### src/rtl/div_clk_monitor.sv
// div_clk_monitor: watches a divided clock generated in the i_clk domain.
// Produces registered rise/fall strobes for use as clock enables, measures
// the divided period (and optionally the high time), declares lock after
// LOCK_CNT consecutive periods equal to EXP_PERIOD, and raises a sticky
// error on any deviation or stall once locked.
//
// Optional feature macro: DIV_CLK_MON_DUTY_EN
//   defined   -> high-time counter, o_high reporting and duty checking
//   undefined -> no high-time counter, o_high tied to 0
//
// Ports:
//   i_clk        clock for all logic
//   i_rst        synchronous active-high reset
//   i_div_clk    divided clock, sampled as data
//   i_en         monitor enable
//   i_err_clr    clears o_err (a simultaneous set wins)
//   o_rise       one-cycle strobe per rising edge
//   o_fall       one-cycle strobe per falling edge
//   o_period     last measured period in i_clk cycles
//   o_period_vld one-cycle strobe when o_period updates
//   o_high       last measured high time (0 without the duty feature)
//   o_locked     period stable at EXP_PERIOD
//   o_err        sticky error flag
module div_clk_monitor #(
  parameter int unsigned EXP_PERIOD = 6,
  parameter int unsigned CNT_W      = 8,
  parameter int unsigned LOCK_CNT   = 4
) (
  input  logic             i_clk,
  input  logic             i_rst,
  input  logic             i_div_clk,
  input  logic             i_en,
  input  logic             i_err_clr,
  output logic             o_rise,
  output logic             o_fall,
  output logic [CNT_W-1:0] o_period,
  output logic             o_period_vld,
  output logic [CNT_W-1:0] o_high,
  output logic             o_locked,
  output logic             o_err
);

  localparam int unsigned      MC_W     = $clog2(LOCK_CNT + 1);
  localparam logic [CNT_W-1:0] CNT_MAX  = '1;
  localparam logic [CNT_W-1:0] EXP_VAL  = CNT_W'(EXP_PERIOD);
  localparam logic [MC_W-1:0]  LOCK_VAL = MC_W'(LOCK_CNT);

  typedef enum logic [1:0] {IDLE, ARM, MEASURE, LOCKED} state_t;

  state_t            state;
  logic              d_q;
  logic [CNT_W-1:0]  per_cnt;
  logic [MC_W-1:0]   match_cnt;
  logic              err_set_q;

  logic rise_c;
  logic fall_c;
  logic active_c;
  logic tracking_c;
  logic per_ok_c;
  logic duty_bad_c;

  // Edge detection against the previous sample of the divided clock
  assign rise_c     = i_div_clk & ~d_q;
  assign fall_c     = ~i_div_clk & d_q;
  assign active_c   = i_en && (state != IDLE);
  assign tracking_c = i_en && ((state == MEASURE) || (state == LOCKED));
  assign per_ok_c   = (per_cnt == EXP_VAL);

`ifdef DIV_CLK_MON_DUTY_EN
  localparam logic [CNT_W-1:0] HIGH_VAL = CNT_W'(EXP_PERIOD / 2);

  logic [CNT_W-1:0] hi_cnt;

  // High-time counter: restarts on every rise, reported on every fall
  always_ff @(posedge i_clk) begin
    if (i_rst) begin
      hi_cnt <= '0;
      o_high <= '0;
    end else if (!active_c) begin
      hi_cnt <= '0;
    end else begin
      if (rise_c) begin
        hi_cnt <= CNT_W'(1);
      end else if (hi_cnt != CNT_MAX) begin
        hi_cnt <= hi_cnt + CNT_W'(1);
      end
      if (fall_c && tracking_c) begin
        o_high <= hi_cnt;
      end
    end
  end

  assign duty_bad_c = tracking_c && fall_c && (hi_cnt != HIGH_VAL);
`else
  assign o_high     = '0;
  assign duty_bad_c = 1'b0;
`endif

  // Monitor FSM with period counter; lock/error outputs lag the deciding
  // edge by one cycle so they follow the o_period_vld that caused them.
  always_ff @(posedge i_clk) begin
    if (i_rst) begin
      state        <= IDLE;
      d_q          <= 1'b0;
      per_cnt      <= '0;
      match_cnt    <= '0;
      err_set_q    <= 1'b0;
      o_rise       <= 1'b0;
      o_fall       <= 1'b0;
      o_period     <= '0;
      o_period_vld <= 1'b0;
      o_locked     <= 1'b0;
      o_err        <= 1'b0;
    end else begin
      d_q          <= i_div_clk;
      o_rise       <= active_c && rise_c;
      o_fall       <= active_c && fall_c;
      o_period_vld <= 1'b0;
      o_locked     <= i_en && (state == LOCKED);
      err_set_q    <= 1'b0;

      // Set wins over clear
      if (err_set_q) begin
        o_err <= 1'b1;
      end else if (i_err_clr) begin
        o_err <= 1'b0;
      end

      if (!i_en) begin
        state     <= IDLE;
        per_cnt   <= '0;
        match_cnt <= '0;
      end else begin
        case (state)
          IDLE: begin
            state <= ARM;
          end
          ARM: begin
            // First rise only starts the count; the partial interval is dropped
            if (rise_c) begin
              per_cnt <= CNT_W'(1);
              state   <= MEASURE;
            end
          end
          MEASURE: begin
            if (rise_c) begin
              o_period     <= per_cnt;
              o_period_vld <= 1'b1;
              per_cnt      <= CNT_W'(1);
              if (per_ok_c) begin
                match_cnt <= match_cnt + MC_W'(1);
                if ((match_cnt + MC_W'(1)) == LOCK_VAL) begin
                  state <= LOCKED;
                end
              end else begin
                match_cnt <= '0;
              end
            end else begin
              if (per_cnt != CNT_MAX) begin
                per_cnt <= per_cnt + CNT_W'(1);
              end
              if (duty_bad_c) begin
                match_cnt <= '0;
              end
            end
          end
          LOCKED: begin
            if (rise_c) begin
              o_period     <= per_cnt;
              o_period_vld <= 1'b1;
              per_cnt      <= CNT_W'(1);
              if (!per_ok_c) begin
                err_set_q <= 1'b1;
                match_cnt <= '0;
                state     <= MEASURE;
              end
            end else if (per_cnt == CNT_MAX) begin
              // Divided clock stalled: rearm on the next rise
              err_set_q <= 1'b1;
              match_cnt <= '0;
              per_cnt   <= '0;
              state     <= ARM;
            end else begin
              per_cnt <= per_cnt + CNT_W'(1);
              if (duty_bad_c) begin
                err_set_q <= 1'b1;
                match_cnt <= '0;
                state     <= MEASURE;
              end
            end
          end
          default: begin
            state <= IDLE;
          end
        endcase
      end
    end
  end

endmodule

### config.mk
export PLATFORM = sky130hd
export DESIGN_NAME = div_clk_monitor
export DESIGN_NICKNAME = d
export VERILOG_FILES = /design/src/rtl/div_clk_monitor.sv
export SDC_FILE = /design/constraint.sdc
export NUM_CORES = 1
export LEC_CHECK = 0
export BUFFER_PORTS_ARGS = -buffer_cell sky130_fd_sc_hd__buf_2
export CAP_MARGIN = 10
export CORE_MARGIN = 2
export CORE_UTILIZATION = 26
export CTS_CLUSTER_DIAMETER = 40
export CTS_CLUSTER_SIZE = 40
export DETAILED_ROUTE_END_ITERATION = 12
export PLACE_DENSITY = 0.55
export REMOVE_ABC_BUFFERS = 1
export SYNTH_ARGS = -nofsm -noshare
export SYNTH_HDL_FRONTEND = slang
export SYNTH_SLANG_ARGS = --single-unit
### constraint.sdc
create_clock -name i_clk -period 3.7 [get_ports i_clk]
set_input_delay 0.37 -clock i_clk [delete_from_list [all_inputs] [get_ports i_clk]]
set_output_delay 0.37 -clock i_clk [all_outputs]
set_load 0.005 [all_outputs]
# == Word-level counts from Yosys, hierarchy flattened ==
# Index checks and enable logic that the tools add are counted.
# Widths: inputs -> output; s select.
# word_totals
wordCells,77
output_inout_bits,21
input_bits,5
reg_bits,28
# op_classes
n_addsub,2
reduce_logical,17
n_bitwise,7
n_mux,26
eq_ne,14
# ops
operator,n
$mux 8,5
$pmux 8 s3,1
$mux 3,5
$mux 2,7
$add 8x1->8 const B,1
$eq 8x3->1 const B,1
$eq 8x8->1 const B,1
$ne 8x8->1 const B,1
$pmux 2 s4,1
$mux 1,6
$ne 2x2->1 const B,3
$ne 3x2->1 const B,2
$pmux 3 s2,1
$reduce_and 3->1,2
$reduce_and 6->1,1
$reduce_bool 2->1,3
$reduce_or 3->1,2
$not 1->1,5
$eq 2x2->1 const B,2
$logic_and 1x1->1,4
$reduce_and 4->1,1
$reduce_or 2->1,2
$add 3x1->3 const B,1
$eq 3x3->1 const B,1
other kinds (6),7

# == Logic depth before layout (Yosys ltp) ==
# Gate-level depths: netlist (run 1).
# depth
ltp_word,6
depth_mapped,6
mapped_depth_nobuf,6

# == Worst setup path after synthesis (run 1) ==
# Ideal clock, no wire load.
# synth_timing
kind,register -> register
start,reg per_cnt[0]
end,reg per_cnt[7]
synth_period_minus_slack_ps,1549
path_slack_ps,2151
path_buffers,0
setup_time_ps,91
t_required_ps,3609
arrival_ps,1458
stages_incl_launch_ff,6
cell_sequence,dfxtp_1 -> ha_1 -> and4_1 -> a211oi_2 -> a41oi_1 -> a311oi_1
# synth_via
elab_chain_len,4
word_cells_on_any_way,10
classes_between,1 x add/sub; 3 x eq/ne; 5 x mux; 1 x reduce/logical
# synth_rtl
element,line,rtl
start: declaration,52,logic [CNT_W-1:0] per_cnt;
start signal: assignment,161,per_cnt <= per_cnt + CNT_W'(1);
start signal: assignment,185,per_cnt <= per_cnt + CNT_W'(1);
$add 8x1->8 / $eq 8x8->1 (equally long branches),"161, 185, 178",
"$mux 8, on equally long branches","178, 160",
"$mux 8, on equally long branches","169, 147",
$pmux 8 s3,135,case (state)
# Parallel ways exist; a longest one is shown, timed or not. The select of a mux whose other input is x is not followed.
# A chain may end at the register's enable or synchronous reset.

# == Worst setup path in the final report (run 1) ==
# layout_timing
start,reg d_q
end,reg per_cnt[5]
# layout_via
elab_chain_len,4
word_cells_on_any_way,8
classes_between,2 x eq/ne; 3 x mux; 2 x bitwise; 1 x reduce/logical
# layout_rtl
element,line,rtl
start: declaration,51,logic d_q;
start signal: assignment,116,d_q <= i_div_clk;
$not 1->1 (*),64,assign rise_c = i_div_clk & ~d_q;
$and 1x1->1 (*),64,
$ne 3x2->1 (no source line) (tied with other cells),--,
$reduce_and 3->1 (no source line) / $pmux 8 s3 (equally long branches),--,
# Mark *: on every way between the ends. The rest lies on a longest branch, timed or not.

==> results of run 1 <==
## critical path: stages (launching register included)
cell	delay, ns
sky130_fd_sc_hd__dfxtp_1	0.33
sky130_fd_sc_hd__nor2b_1	0.57
sky130_fd_sc_hd__a21oi_1	0.19
sky130_fd_sc_hd__a21oi_1	0.49
sky130_fd_sc_hd__a311oi_1	0.17
## placed cells by master, fill, tap and decap left out, types with 2 or more instances in the layout
cell type / count
sky130_fd_sc_hd__a21oi_1: 16
sky130_fd_sc_hd__a311oi_1: 4
sky130_fd_sc_hd__a31oi_1: 5
sky130_fd_sc_hd__and3_1: 5
sky130_fd_sc_hd__buf_2: 17
sky130_fd_sc_hd__clkbuf_8: 4
sky130_fd_sc_hd__conb_1: 8
sky130_fd_sc_hd__dfxtp_1: 28
sky130_fd_sc_hd__ha_1: 4
sky130_fd_sc_hd__inv_1: 4
sky130_fd_sc_hd__nand2_1: 23
sky130_fd_sc_hd__nand2b_1: 4
sky130_fd_sc_hd__nand3_1: 5
sky130_fd_sc_hd__nand3b_1: 2
sky130_fd_sc_hd__nor2_1: 5
sky130_fd_sc_hd__nor2b_1: 3
sky130_fd_sc_hd__nor3_1: 2
sky130_fd_sc_hd__nor3b_1: 2
sky130_fd_sc_hd__o21ai_0: 7
sky130_fd_sc_hd__or3_1: 4
## cells in the mapped netlist, types with 2 or more instances
cell type and instances:
sky130_fd_sc_hd__dfxtp_1 28, sky130_fd_sc_hd__nand2_1 23, sky130_fd_sc_hd__a21oi_1 16, sky130_fd_sc_hd__buf_4 8
sky130_fd_sc_hd__o21ai_0 7, sky130_fd_sc_hd__a31oi_1 5, sky130_fd_sc_hd__and3_1 5, sky130_fd_sc_hd__nand3_1 5
sky130_fd_sc_hd__nor2_1 5, sky130_fd_sc_hd__a311oi_1 4, sky130_fd_sc_hd__clkbuf_1 4, sky130_fd_sc_hd__ha_1 4
sky130_fd_sc_hd__inv_1 4, sky130_fd_sc_hd__nand2b_1 4, sky130_fd_sc_hd__or3_1 4, sky130_fd_sc_hd__nor2b_1 3
sky130_fd_sc_hd__buf_2 2, sky130_fd_sc_hd__nand3b_1 2, sky130_fd_sc_hd__nor3_1 2, sky130_fd_sc_hd__nor3b_1 2
## per-layer routing
metal / wire (µm) / GRT usage [%] / vias to the layer above
li1: - / - / 562
met3: 103 / 1.59 / 5
met2: 1260 / 15.7 / 24
met1: 1270 / 13.1 / 481
met4: 49 / 4.09 / 0
met5: 0 / 0 / -
## logic make-up (layout without fill, tap and decap cells)
| kind of cell | after synthesis | after routing |
|---|---|---|
| compound gates | 42 | 42 |
| xor+xnor | 1 | 1 |
| fa+ha+maj | 4 | 4 |
| buf+inv | 20 | 25 |
| flops | 28 | 28 |
| mux | 1 | 1 |
| other cells | 1 | 8 |
| simple gates | 59 | 59 |
## flip-flops by register name, summed over array words and instances, names as in the netlist
signal and count:
d_q 1, match_cnt 3, o_fall 1, per_cnt 8, o_locked 1, o_period_vld 1
state 2, err_set_q 1, o_period 8, o_err 1, o_rise 1
## power by group
group / total [mW] / leakage [nW] / switching [mW] / internal, mW
Clock: 0.190 / 0.0288 / 0.0948 / 0.0953
Combinational: 0.0232 / 0.315 / 0.0164 / 0.00679
Sequential: 0.306 / 0.226 / 0.00313 / 0.303
## worst max path at each step
| stage | slack [ns] | to | startpoint | depth (start not counted) |
|---|---|---|---|---|
| final | 1.81 | per_cnt[5] | d_q | 4 |
| after global routing | 1.58 | per_cnt[5] | d_q | 4 |
| after CTS | 1.81 | per_cnt[5] | d_q | 4 |
| after detailed placement | 1.63 | per_cnt[5] | i_div_clk | 5 |
| after global placement | 1.65 | per_cnt[2] | i_div_clk | 5 |
| after floorplan | 2.13 | per_cnt[2] | i_div_clk | 4 |
## final cells by class
class,instances,area share [%]
multi-input combinational,115,45.9
sequential,28,37.8
tap,70,5.90
timing repair buffer,17,5.73
clock buffer,4,3.71
inverter,4,1.01
==> impl_summary.md, run 1 <==
Outcome
The flow ran to the end, and the final reports show no timing, DRC or antenna violations.

Yosys
The share of the synthesized netlist area taken by xor and xnor gates is 0.659%. After synthesis, the largest family of logic cells by area is simple AND/OR/NAND/NOR gates. Averaged over all synthesized cells, the footprint is 8.53 µm².

The synthesized-area fraction occupied by adder cells is 3.76%. Of the post-synthesis cell area, the part taken by muxes is 0.847%. The number of enable-type register cells in the synthesized netlist is 0.

The most common flop cell mapped by yosys is sky130_fd_sc_hd__dfxtp_1. After synthesis the cells add up to 1330 µm². Counting every instance in the synthesized netlist gives 156. The flop and latch count out of synthesis is 28.

The Yosys step of the flow raised 0 warnings. The unique cell type count in the Yosys netlist is 39. The biggest area contributor in the post-synthesis netlist is sky130_fd_sc_hd__dfxtp_1. After synthesis, the cell types taking the most area are sky130_fd_sc_hd__dfxtp_1 42%, sky130_fd_sc_hd__nand2_1 6.5%, sky130_fd_sc_hd__a21oi_1 6.0%, sky130_fd_sc_hd__buf_4 4.5%, sky130_fd_sc_hd__ha_1 3.8%. The share of synthesized area in the top cell type comes to 42.1%. The area fraction in compound gates after synthesis is 20.9%.

Counting flops with an async set or reset pin after synthesis yields a share of 0%. The simple-gate share of the synthesized area is 22.8%. The sequential-to-total area share from yosys stat is 42.1%.

STA
After routing, the total negative slack on setup checks comes to 0 ns. Setup violations remaining at the end of the flow were counted as 0. After layout, the worst path uses 51.1% of the clock period. The worst-case clock skew is 0.00214 ns. The total count of max-transition violations in the final report was 0. The count of endpoints failing hold in the final timing report is 0. Setup repair after global routing left no endpoint under its margin. Hold is met by 0.300 ns.

Once routing completed, OpenROAD measured the worst setup slack at 1.81 ns. At the pin with the least slew margin, the transition time is 0.718 ns. The shortest clock period the worst path allows after layout is 1.89 ns.

The highest achievable clock rate is 529 MHz. The worst pin sits at a relative slew slack of 52.1%.

Floorplanning
The number of rows in the core area is 26. The horizontal die dimension is 75.5 µm. The floorplan step defined a core boundary enclosing 5010 µm². During I/O placement, the number of pins put on the boundary was 26.

The floorplan step set the die height to 75.5 µm. The effective utilization at floorplan is 26.5%. The die covers 5700 µm².

Clock network
The CTS tree is built. The number of buffers created by CTS is 3. In this run the number of H-tree levels came out at 1. The maximum number of buffers from clock root to sink is 2.

Clock-pin slew was measured on the worst setup and hold paths at 0.09 ns. For this design, the sink count on the clock tree is 28. The later pin in the worst-skew pair is clocked with a latency of 0.27 ns. Post-CTS timing repair inserted 0 buffers for setup. Post-CTS repair changed the size of 0 cells.

The quantity of hold-fixing buffers added after cts is 0. CTS placed an instance of sky130_fd_sc_hd__clkbuf_8 at the clock tree root.

Min path
The min-delay analysis places its worst path in the category in -> reg. In this run the most critical hold path is launched from i_div_clk. The endpoint with the worst hold slack is o_fall. The worst hold path was traced through 2 stages.

Setup path
The worst register-to-register path begins at d_q. The signal arrival time at the worst endpoint is 2.03 ns. STA classifies the critical path startpoint as a register. Data on the critical path is required at its endpoint by 3.84 ns. Along the worst path, the maximum fanout reaches 12. The type of destination of the critical path is a register.

The worst setup slack for register-to-register paths is 1.81 ns. The worst reg2reg path depth is 4. The critical register-to-register path endpoint is per_cnt[5]. The startpoint-to-endpoint class of the critical path is reg -> reg.

GRT
Summed over all layers, the global routing overflow is 0. The wire length of the first global-routing pass is 4.31 mm. Across every metal layer, demand over resource in global routing totals 9.79%.

The initial antenna violation count is 0. The maximum number of pins on one net before global-route repair is 16. The number of global-route vias before repair came to 941.

Placed design
The number of instances in the placed design is 234. The pre-CTS setup slack is 1.63 ns. The final weighted congestion in routability-driven placement is 0.872. The port buffer count is 17. Detailed placement ended at an HPWL of 1.95 mm. Summing all placed instances gives a cell area of 1430 µm².

Route
The DRC marker count from the first detailed-route iteration is 61. In the routed layout, each cell is associated on average with a via count of 4.50. The total wire length is 2.68 mm. In the routed design, unresolved DRC markers number 0. The final route contains 1,072 vias. The pre-antenna-repair detailed-routing pass consisted of 4 iterations. The remaining antenna violation count is 0.

The routed wirelength normalized by instance count is 11.2 µm.

Layout
The final core area utilization is 29.6%. The sequential cell area is 561 µm². The layout cell share with drive strength beyond 1 is 16.7%. The post-synthesis to final-layout area growth is 11.6%. Excluding fillers, the count of instances in the completed layout stands at 238. The total of fill cells in the finished design is 555. After the last flow step, the layout net total stands at 178. Summing all multi-input logic gate instances after layout gives 681 µm². The repair_antennas step left the layout with diodes totalling 0. The design area is 1480 µm².

Flow run
The number of maximum-capacitance constraint violations is 0.

Pwr
For this design the static power due to leakage is 0.570 nW. The power density relative to cell area is 350 nW/µm². Power comes to 0.520 mW. The maximum vdd ir drop is 0.118 mV.
No activity file was read; power rests on OpenSTA's default activity.
==> run 2: changes to the inputs <==
ABC_AREA = 1   (was not set)
PLACE_DENSITY = 0.54   (was 0.55)
clock period = 1.9 ns   (was 3.7 ns; I/O delays follow)
==> impl_summary.md, run 2 <==
Pwr
In this run the power density over the cells is 738 nW/µm². The maximum vdd ir drop is 0.272 mV. In this run the static leakage power is 0.773 nW.

Clock network
After clock tree synthesis, the clock-pin slew on the worst setup and hold paths is 0.10 ns. The later pin in the worst-skew pair is clocked with a latency of 0.27 ns. The number of clock sinks is 28. The CTS tree is built. For this design, the CTS-stage hold fixing added 0 buffers.

CTS built an H-tree with a depth of 1. The number of setup buffers added after CTS is 0. Buffers inserted during clock tree synthesis total 3. The tree is rooted in a sky130_fd_sc_hd__clkbuf_8. The clock passes through at most 2 buffers. The count of cells resized by post-cts repair is 0.

Route
The DRC marker count from the first detailed-route iteration is 131. The detail route stage leaves a number of antenna-violating nets equal to 0. The routed wirelength normalized by instance count is 10.9 µm. After detailed routing, the total wire length is 3.29 mm. Dividing the detail-routed via count by the number of cells gives 4.35. Before antenna repair, the detailed router went through 8 iterations. The DRC violation count after routing is 2.

The via count is 1,314.

STA
After routing, the total negative slack on setup checks comes to 0 ns. The count of endpoints failing hold in the final timing report is 0. The total count of max-transition violations in the final report is 0. Setup repair after global routing left no endpoint under its margin. In the finished design, the share of the clock period the worst path needs comes to 82.6%. The shortest clock period the worst path allows after layout is 1.57 ns.

The highest achievable clock rate is 637 MHz. The worst-case clock skew is 0.00272 ns. Setup violations remaining at the end of the flow were counted as 0.

Setup path
On the worst path, the slowest cell contributes a delay of 0.43 ns. In this run the register-to-register setup slack is 0.33 ns. For the worst setup path, the data required time is 2.12 ns. The cell with the largest stage delay on the worst path is sky130_fd_sc_hd__dfxtp_1. The worst setup path is launched from a register. The critical path goes through ha_1 -> nand2_2 -> inv_2 -> nand2_2 -> nor2_2 -> nand2_2 -> nand2_1 -> nand2_2 -> o21ai_1 -> nand2_1 -> nor2_1. The maximum fanout encountered on the critical timing path is 5.

Among the stages of the critical path, the cell type that occurs most often is sky130_fd_sc_hd__nand2_2. The signal arrival time at the worst endpoint is 1.79 ns. The type of destination of the critical path is a register. The worst setup path is of the reg -> reg kind.

Yosys
The cell type contributing the most total cell area after synthesis is sky130_fd_sc_hd__dfxtp_1. After synthesis, the mean cell area works out to 7.27 µm². The flop and latch count out of synthesis is 28. The synthesized design contains 0 enable-type register cells.

The mapped netlist covers 1530 µm². The number of warnings printed during yosys synthesis is 0. The share of the Yosys chip area taken by registers is 36.7%. The most frequent cell after synthesis is sky130_fd_sc_hd__nand2_1. By count the netlist is led by 46 x sky130_fd_sc_hd__nand2_1, 31 x sky130_fd_sc_hd__nor2_1, 28 x sky130_fd_sc_hd__dfxtp_1, 20 x sky130_fd_sc_hd__inv_1, 10 x sky130_fd_sc_hd__a21oi_1. The unique cell type count in the Yosys netlist is 31. The cell count after synthesis came out at 210. The share of synthesized area in the top cell type comes to 36.7%. The most used flip-flop cell after synthesis is sky130_fd_sc_hd__dfxtp_1. The fraction of registers with async set/reset is 0%.

By area the synthesized netlist is led by sky130_fd_sc_hd__dfxtp_1 37%, sky130_fd_sc_hd__nand2_1 11%, sky130_fd_sc_hd__nor2_1 7.6%, sky130_fd_sc_hd__inv_1 4.9%, sky130_fd_sc_hd__buf_4 4.4%.

Floorplanning
The floorplan die area is 6500 µm². Once the floorplan was initialized, standard cells occupied 27.4% of the core. The die is 80.6 µm tall.

The core region is 5570 µm². 26 I/O pins were placed. From left edge to right edge, the die measures 80.6 µm. The number of rows in the core area is 27.

Placed design
Routability-driven placement finished with a final weighted congestion of 0.890. The port buffer count is 17. Detailed placement ended at an HPWL of 2.56 mm.

GRT
The number of global-route vias before repair is 1,272. The initial antenna violation count is 0. Entering global routing, the biggest net connects 16 pins.

The total grt overflow is 0. The wire length of the first global-routing pass is 5.74 mm. Global routing used 11.2% of the available tracks across all layers.

Outcome
The run finished, with violations left. The checks that failed: design-rule violations.

Layout
The most common cell after layout, fill and taps aside is sky130_fd_sc_hd__nand2_1. Cells with a size suffix above 1 make up 23.0% of the layout. The final core area utilization is 30.9%. The repair_antennas step left the layout with diodes totalling 0. The top cell types in the final layout, fill and taps aside, are 46 x sky130_fd_sc_hd__nand2_1, 31 x sky130_fd_sc_hd__nor2_1, 28 x sky130_fd_sc_hd__dfxtp_1. The post-synthesis to final-layout area growth is 12.9%. The largest registers in the layout are o_period (8), per_cnt (8), match_cnt (3). The number of nets in the final layout is 240. The total of fill cells in the finished design is 587.

Min path
In this run the worst hold path is classified as in -> reg.

Flow run
The tool flagged a number of max-cap violations equal to 0.
[run 2: cell types whose count changed after synthesis, moves of 5 or more]
cell | previous run | this run
sky130_fd_sc_hd__a21oi_1 | 16 | 10
sky130_fd_sc_hd__a21oi_2 | 0 | 5
sky130_fd_sc_hd__and3_1 | 5 | 0
sky130_fd_sc_hd__inv_1 | 4 | 20
sky130_fd_sc_hd__nand2_1 | 23 | 46
sky130_fd_sc_hd__nand2_2 | 0 | 6
sky130_fd_sc_hd__nor2_1 | 5 | 31
sky130_fd_sc_hd__nor3_1 | 2 | 7
[run 2: layout make-up]
cell class / instances / area [µm²] / area share (%)
Multi-Input combinational cell: 152 / 810 / 47.0
Sequential cell: 28 / 561 / 32.5
Timing Repair Buffer: 20 / 108 / 6.25
Inverter: 26 / 100 / 5.81
Tap cell: 72 / 90.1 / 5.23
Clock buffer: 4 / 55.1 / 3.20
[run 2: routing by layer]
metal	GRT usage, %	part of all wire, %	vias up
li1	-	-	694
met2	19.4	46	42
met5	0	0	-
met1	13.5	46	572
met3	2.36	6.0	6
met4	4.07	1.7	0
[run 2: metrics by stage]
step	std cells	power, mW	instance area [µm²]	worst slack (ns)	hold slack [ns]
6_report	302	1.27	1720	0.330	0.160
5_1_grt	302	1.35	1720	0.149	0.174
4_1_cts	302	1.28	1720	0.342	0.157
3_5_place_dp	298	0.906	1670	0.374	0.440
3_3_place_gp	298	0.907	1670	0.357	0.422
2_1_floorplan	206	0.844	1470	0.531	0.252
[run 2: report_power, final]
group	switching [mW]	internal, mW	leakage [nW]
registers	0.0314	0.610	0.226
clock network	0.193	0.186	0.0288
logic	0.160	0.0917	0.518
[run 2: logic make-up (layout without fill, tap and decap cells)]
logic type               after synthesis  after routing  share of synthesized area [%]
adder cells (fa/ha/maj)                4              4                           3.28
other                                  1              8                          0.246
buffers and inverters                 37             50                           12.0
flip-flops                            28             28                           36.7
AO/OA/AOI/OAI                         30             30                           13.9
XOR/XNOR                               1              1                          0.574
AND/OR/NAND/NOR                      109            109                           33.3
[run 2: worst paths after layout]
check | endpoint | start | cells after the start
setup reg to reg | per_cnt[6] | per_cnt[1] | 11
setup / recovery | per_cnt[6] | per_cnt[1] | 11
hold / removal | d_q | i_div_clk | 3
hold reg to reg | o_err | err_set_q | 2
[run 2: worst max-delay path, delay by kind of cell, from the launching register on]
kind	cells	cell delay (ns)
AOI/OAI and AO/OA	1	0.09
adders and majority gates	1	0.21
buffers and inverters	1	0.07
DFF	1	0.43
and+or+nand+nor	8	0.72
